`config.mk`:
```
export PLATFORM = sky130hd
export DESIGN_NAME = maxpool2x2_stream
export DESIGN_NICKNAME = d
export VERILOG_FILES = /design/src/rtl/maxpool2x2_stream.sv
export SDC_FILE = /design/constraint.sdc
export NUM_CORES = 1
export LEC_CHECK = 0
export BUFFER_PORTS_ARGS = -buffer_cell sky130_fd_sc_hd__buf_2
export CAP_MARGIN = 40
export CORE_UTILIZATION = 35
export DETAILED_ROUTE_END_ITERATION = 6
export GPL_TIMING_DRIVEN = 0
export RECOVER_POWER = 50
export SLEW_MARGIN = 0
export SYNTH_ARGS = -nofsm -noshare
export SYNTH_HDL_FRONTEND = slang
export SYNTH_SLANG_ARGS = --single-unit
```
`constraint.sdc`:
```
create_clock -name clk -period 7.9 [get_ports clk]
set_clock_uncertainty 0.15 [all_clocks]
set_input_delay 0.395 -clock clk [delete_from_list [all_inputs] [get_ports clk]]
set_output_delay 0.395 -clock clk [all_outputs]
set_load 0.1 [all_outputs]
```
`src/rtl/maxpool2x2_stream.sv`:
```
// 2x2 stride-2 max pooling over a raster-order pixel stream.
// Even rows fold horizontal pairs into a half-width line buffer; odd rows
// combine their pair max with the buffered value to emit one pooled pixel.
// Optional build macro MAXPOOL_RELU_EN clamps pooled outputs at zero.
module maxpool2x2_stream #(
    parameter int DATA_W    = 20,
    parameter int MAX_WIDTH = 128
) (
    input  logic              clk,
    input  logic              rst,
    input  logic              start,
    input  logic [7:0]        width,
    input  logic [7:0]        height,
    input  logic [DATA_W-1:0] in_pixel,
    input  logic              in_valid,
    output logic              in_ready,
    output logic [DATA_W-1:0] out_pixel,
    output logic              out_valid,
    input  logic              out_ready,
    output logic              done
);

    localparam logic [1:0] IDLE     = 2'd0;
    localparam logic [1:0] EVEN_ROW = 2'd1;
    localparam logic [1:0] ODD_ROW  = 2'd2;

    localparam int LB_DEPTH = MAX_WIDTH / 2;
    localparam int LB_AW    = (LB_DEPTH > 1) ? $clog2(LB_DEPTH) : 1;

    logic [1:0]               state_q;
    logic [7:0]               we_q, he_q, col_q, row_q;
    logic signed [DATA_W-1:0] pair_q, out_q;
    logic                     out_valid_q, done_q, last_q;
    logic signed [DATA_W-1:0] linebuf [LB_DEPTH];

    logic [7:0]               w_even, w_eff, h_eff;
    logic                     xfer, col_last, row_last, load, lb_wr;
    logic [LB_AW-1:0]         lb_idx;
    logic signed [DATA_W-1:0] pix, pair_max, lb_rd, pool_max, pool_out;

    // Effective frame size: even dimensions, width clipped to the line buffer.
    always_comb begin
        w_even = width & 8'hFE;
        h_eff  = height & 8'hFE;
        w_eff  = ({1'b0, w_even} > 9'(MAX_WIDTH)) ? 8'(MAX_WIDTH) : w_even;
    end

    // Datapath: pair max, line-buffer read, window max and optional clamp.
    always_comb begin
        pix      = in_pixel;
        in_ready = (state_q != IDLE) && !(out_valid_q && !out_ready);
        xfer     = in_valid && in_ready;
        col_last = (col_q == we_q - 8'd1);
        row_last = (row_q == he_q - 8'd1);
        lb_idx   = col_q[LB_AW:1];
        pair_max = (pix > pair_q) ? pix : pair_q;
        lb_rd    = linebuf[lb_idx];
        pool_max = (pair_max > lb_rd) ? pair_max : lb_rd;
`ifdef MAXPOOL_RELU_EN
        pool_out = pool_max[DATA_W-1] ? '0 : pool_max;
`else
        pool_out = pool_max;
`endif
        load     = xfer && (state_q == ODD_ROW) && col_q[0];
        lb_wr    = xfer && (state_q == EVEN_ROW) && col_q[0];
    end

    // Frame sequencing, counters, pair register, output register and done.
    always_ff @(posedge clk) begin
        if (!rst) begin
            state_q     <= IDLE;
            we_q        <= '0;
            he_q        <= '0;
            col_q       <= '0;
            row_q       <= '0;
            pair_q      <= '0;
            out_q       <= '0;
            out_valid_q <= 1'b0;
            done_q      <= 1'b0;
            last_q      <= 1'b0;
        end else begin
            done_q <= 1'b0;
            case (state_q)
                IDLE: begin
                    if (start && (w_eff != 8'd0) && (h_eff != 8'd0)) begin
                        we_q    <= w_eff;
                        he_q    <= h_eff;
                        col_q   <= '0;
                        row_q   <= '0;
                        state_q <= EVEN_ROW;
                    end
                end
                EVEN_ROW, ODD_ROW: begin
                    if (xfer) begin
                        if (col_last) begin
                            col_q <= '0;
                            row_q <= row_q + 8'd1;
                            if (state_q == EVEN_ROW) begin
                                state_q <= ODD_ROW;
                            end else if (row_last) begin
                                state_q <= IDLE;
                            end else begin
                                state_q <= EVEN_ROW;
                            end
                        end else begin
                            col_q <= col_q + 8'd1;
                        end
                    end
                end
                default: state_q <= IDLE;
            endcase

            if (xfer && !col_q[0]) begin
                pair_q <= pix;
            end

            // Done follows acceptance of the frame's final result.
            if (out_valid_q && out_ready && last_q) begin
                done_q <= 1'b1;
                last_q <= 1'b0;
            end

            if (load) begin
                out_q       <= pool_out;
                out_valid_q <= 1'b1;
                if (row_last && col_last) begin
                    last_q <= 1'b1;
                end
            end else if (out_valid_q && out_ready) begin
                out_valid_q <= 1'b0;
            end
        end
    end

    // Line buffer holds even-row pair maxima; contents need no reset.
    always_ff @(posedge clk) begin
        if (rst && lb_wr) begin
            linebuf[lb_idx] <= pair_max;
        end
    end

    assign out_pixel = out_q;
    assign out_valid = out_valid_q;
    assign done      = done_q;

endmodule

```
==> impl_metrics.ini <==
[worst_setup_path]
criticalPathCategory = reg2reg
cp-end-kind = flip-flop
r2r_start = pair_q[15]
crit_fanout = 46
r2r_cells = 18
cp-start-kind = flip-flop
r2r_setup_slack_ns = 0.98
critPathRequiredTime_ns = 8.38
cp.arrival_ns = 7.39
reg2reg_to = out_pixel[0]

[status]
status = finished, violations left
violations = capacitance limit, slew limit

[sta]
tightest_slew_ns = 2.61
whs_ns = 0.155
rsz0062_at_grt = no
slew_viol_final = 190
slew_headroom_pct = -74.5
max_freq_mhz = 145
hold_viol_final = 0
period_minus_slack_ns = 6.92
finalSetupViolations = 0
fin_tns_setup_ns = 0
period_share_pct = 87.5

[final_layout]
final_area_um2 = 64400
area_growth_pct = 16.9
layout-drive-gt1-share_pct = 21.6
final_cells = 5485
nNetsFinal = 3403

[drt]
initialDrtViolationCount = 4143
ant_nets = 0
drc = 0
vias = 31500
firstDrtPassIters = 6
wl_um = 165000
wl_per_cell_um = 30.1
viasPerCell = 5.74

[flow_run]
cap_violations = 12

[floorplanning]
fp.dieArea_um2 = 159000
start_util_pct = 35.3
die_w_um = 399
die_y_um = 399
core_um2 = 156000
num_io_pins = 64
rows = 145

[logic_synthesis]
synth_cell_type_count = 70
avgSynthCellArea_um2 = 18.5
syn_area_um2 = 55100
synth.ff_latch_count = 1361
synth_top_flop_cell = edfxtp_1
ys_async_sr_fraction_pct = 0
synth-seq-area-share_pct = 72.7
synth_edf_count = 1280
synth_cells = 2982
ys.warnings.count = 0
synth_nets = 3071

[clocking]
clock_latency_ns = 0.76
cts_inserted_buffers = 138
cts-root-buf = clkbuf_16
cts_sinks = 1361
cts_tree = built
cts_buffer_depth = 3
ctsResizeCount = 0
clkTransAtPathRegs_ns = 0.06
cts_max_level = 4

[placed_design]
dpl_cell_area_um2 = 60600
dpl.cell_count = 5191
finalWeightedCongestion = 0.914
portBuffers = 61
dp_hpwl_um = 112000

[pwr]
p_leak_nw = 19.9
p_comb_share_pct = 10.9
max-vdd-ir-drop_mv = 0.199
p_seq_share_pct = 51.1
cellPowerDensity_nw_per_um2 = 257
p_clk_share_pct = 37.9
p_int_mw = 12.4
finalPower_mw = 16.6
p_switching_mw = 4.14
p_sw_share_pct = 25.0

[global_routing]
track_usage_pct = 20.6
grt-ovfl-total = 0
antenna_found_initial = 8
grt_max_degree = 67
grt_pass1_vias = 30900
grt_pass1_wl_um = 231000

[hold_path]
worstHoldPathType = in2reg
min_path_cells = 4
hp-start = in_valid
hold_end = col_q[0]
state kept, by name, indices dropped and copies added, names as in the netlist, named ones only:
register / count
linebuf: 1280
out_pixel: 20
pair_q: 20
col_q: 8
row_q: 8
he_q: 7
we_q: 7
state_q: 2
done: 1
last_q: 1
out_valid: 1
placed cells by master, fill, tap and decap left out, types with 21 or more instances in the layout:
master and count:
a21oi_1 104, a221oi_1 33, a22o_1 44, a22oi_1 76, buf_16 31, buf_2 79, buf_4 21, buf_6 28
clkbuf_1 189, clkbuf_16 140, clkinv_2 30, dfxtp_1 81, dlygate4sd3_1 37, edfxtp_1 1280, ha_1 48, inv_1 37
mux2i_1 81, mux4_2 288, nand2_1 108, nand3_1 59, nor2_1 119, nor2_4 21, nor2b_1 29, o2111ai_1 21
o21ai_0 58, o22ai_1 21, o32ai_1 23
how the worst max path moves through the flow:
stage                       from             to  slack [ns]  cells after the start
floorplan             pair_q[18]  out_pixel[11]        2.59                     18
global placement    in_pixel[18]   out_pixel[0]       -0.51                     17
detailed placement  in_pixel[18]   out_pixel[0]        1.53                     17
CTS                   pair_q[15]   out_pixel[0]        1.59                     17
global route          pair_q[17]   out_pixel[0]        0.71                     18
finish                pair_q[15]   out_pixel[0]        0.98                     18
stage by stage:
stage / setup slack [ns] / util, %
finish: 0.984 / 41.2
detailed placement: 1.53 / 38.8
global placement: -0.506 / 37.1
floorplan: 2.59 / -
global route: 0.707 / 41.2
CTS: 1.59 / 41.8
power groups by stage:
stage / registers (mW) / clock network, mW / logic [mW]
after floorplan: 8.65 / 0 / 1.01
after global placement: 8.76 / 0 / 1.61
after detailed placement: 8.61 / 0 / 1.82
after CTS: 8.46 / 6.35 / 1.83
after global routing: 8.47 / 6.61 / 1.93
final: 8.47 / 6.28 / 1.81
Yosys cell counts, drive strengths merged (6+ instances only):
cell     instances  area [um^2]
a21oi          104          521
a221oi          37          349
a22o            44          385
a22oi           76          571
a31oi           12         75.1
and2             7         43.8
and3            13         81.3
buf             95          691
clkbuf          95          358
dfxtp           81         1620
edfxtp        1280        38400
ha              48          601
inv             37          139
mux2             6         67.6
mux2i           81          811
mux4           288         6490
nand2          108          405
nand2b           9         56.3
nand3           70          350
nand4           18          113
nor2           150          563
nor2b           29          181
nor3            16         90.1
nor3b           15          118
o2111ai         21          184
o211ai           7         52.6
o21ai           58          290
o22ai           21          131
o311ai          20          175
o31a             8         70.1
o31ai           18          135
o32ai           23          201
xnor2           14          130
xor2             7         61.3
what timing repair did:
action / CTS / global route
buffers inserted: 0 / 0
hold endpoints to repair: 37 / 0
hold buffers: 37 / 0
cells by family (layout without fill, tap and decap cells):
| logic type | Yosys count | after routing | synth area share (%) |
|---|---|---|---|
| buf+inv | 227 | 671 | 2.16 |
| compound gates | 477 | 477 | 6.13 |
| mux | 375 | 375 | 13.4 |
| other cells | 0 | 1 | 0 |
| simple gates | 473 | 473 | 4.17 |
| flops | 1361 | 1361 | 72.7 |
| xor+xnor | 21 | 21 | 0.348 |
| fa+ha+maj | 48 | 48 | 1.09 |
routing by layer:
metal  wire length (um)  track usage, %  vias up  share of wire, %
met2              76100            32.3     1742                46
met3              15800            5.11      377               9.6
met5                162               0        -             0.098
met4               8150            9.29       12               4.9
li1                   -               -    13000                 -
met1              64700            27.1    16400                39
worst max-delay path, cell delays in order (launching register included):
cell and delay [ns]:
dfxtp_1 0.38, inv_1 0.09, ha_1 0.32, nand4_1 0.20, nor4_1 0.71, clkbuf_1 0.50
a21oi_1 0.18, o32ai_1 0.18, nand3_1 1.03, buf_12 0.58, ha_1 0.34, nand4_1 0.10
nor3_1 0.08, a211o_1 0.30, a31oi_1 0.28, nand4_1 0.35, clkbuf_1 0.33, a31oi_1 0.52
a21oi_1 0.13
final cells by class:
class | count | area (um^2)
diodes | 1 | 2.50
plain buffers | 190 | 1040
clock buffers | 181 | 3690
clock inverters | 71 | 611
fillers | 13700 | 91800
inverters | 37 | 139
multi-input cells | 1394 | 14100
flip-flops and latches | 1361 | 40100
well taps | 2058 | 2570
repair buffers | 192 | 2120
(Power assumes the default switching activity.)
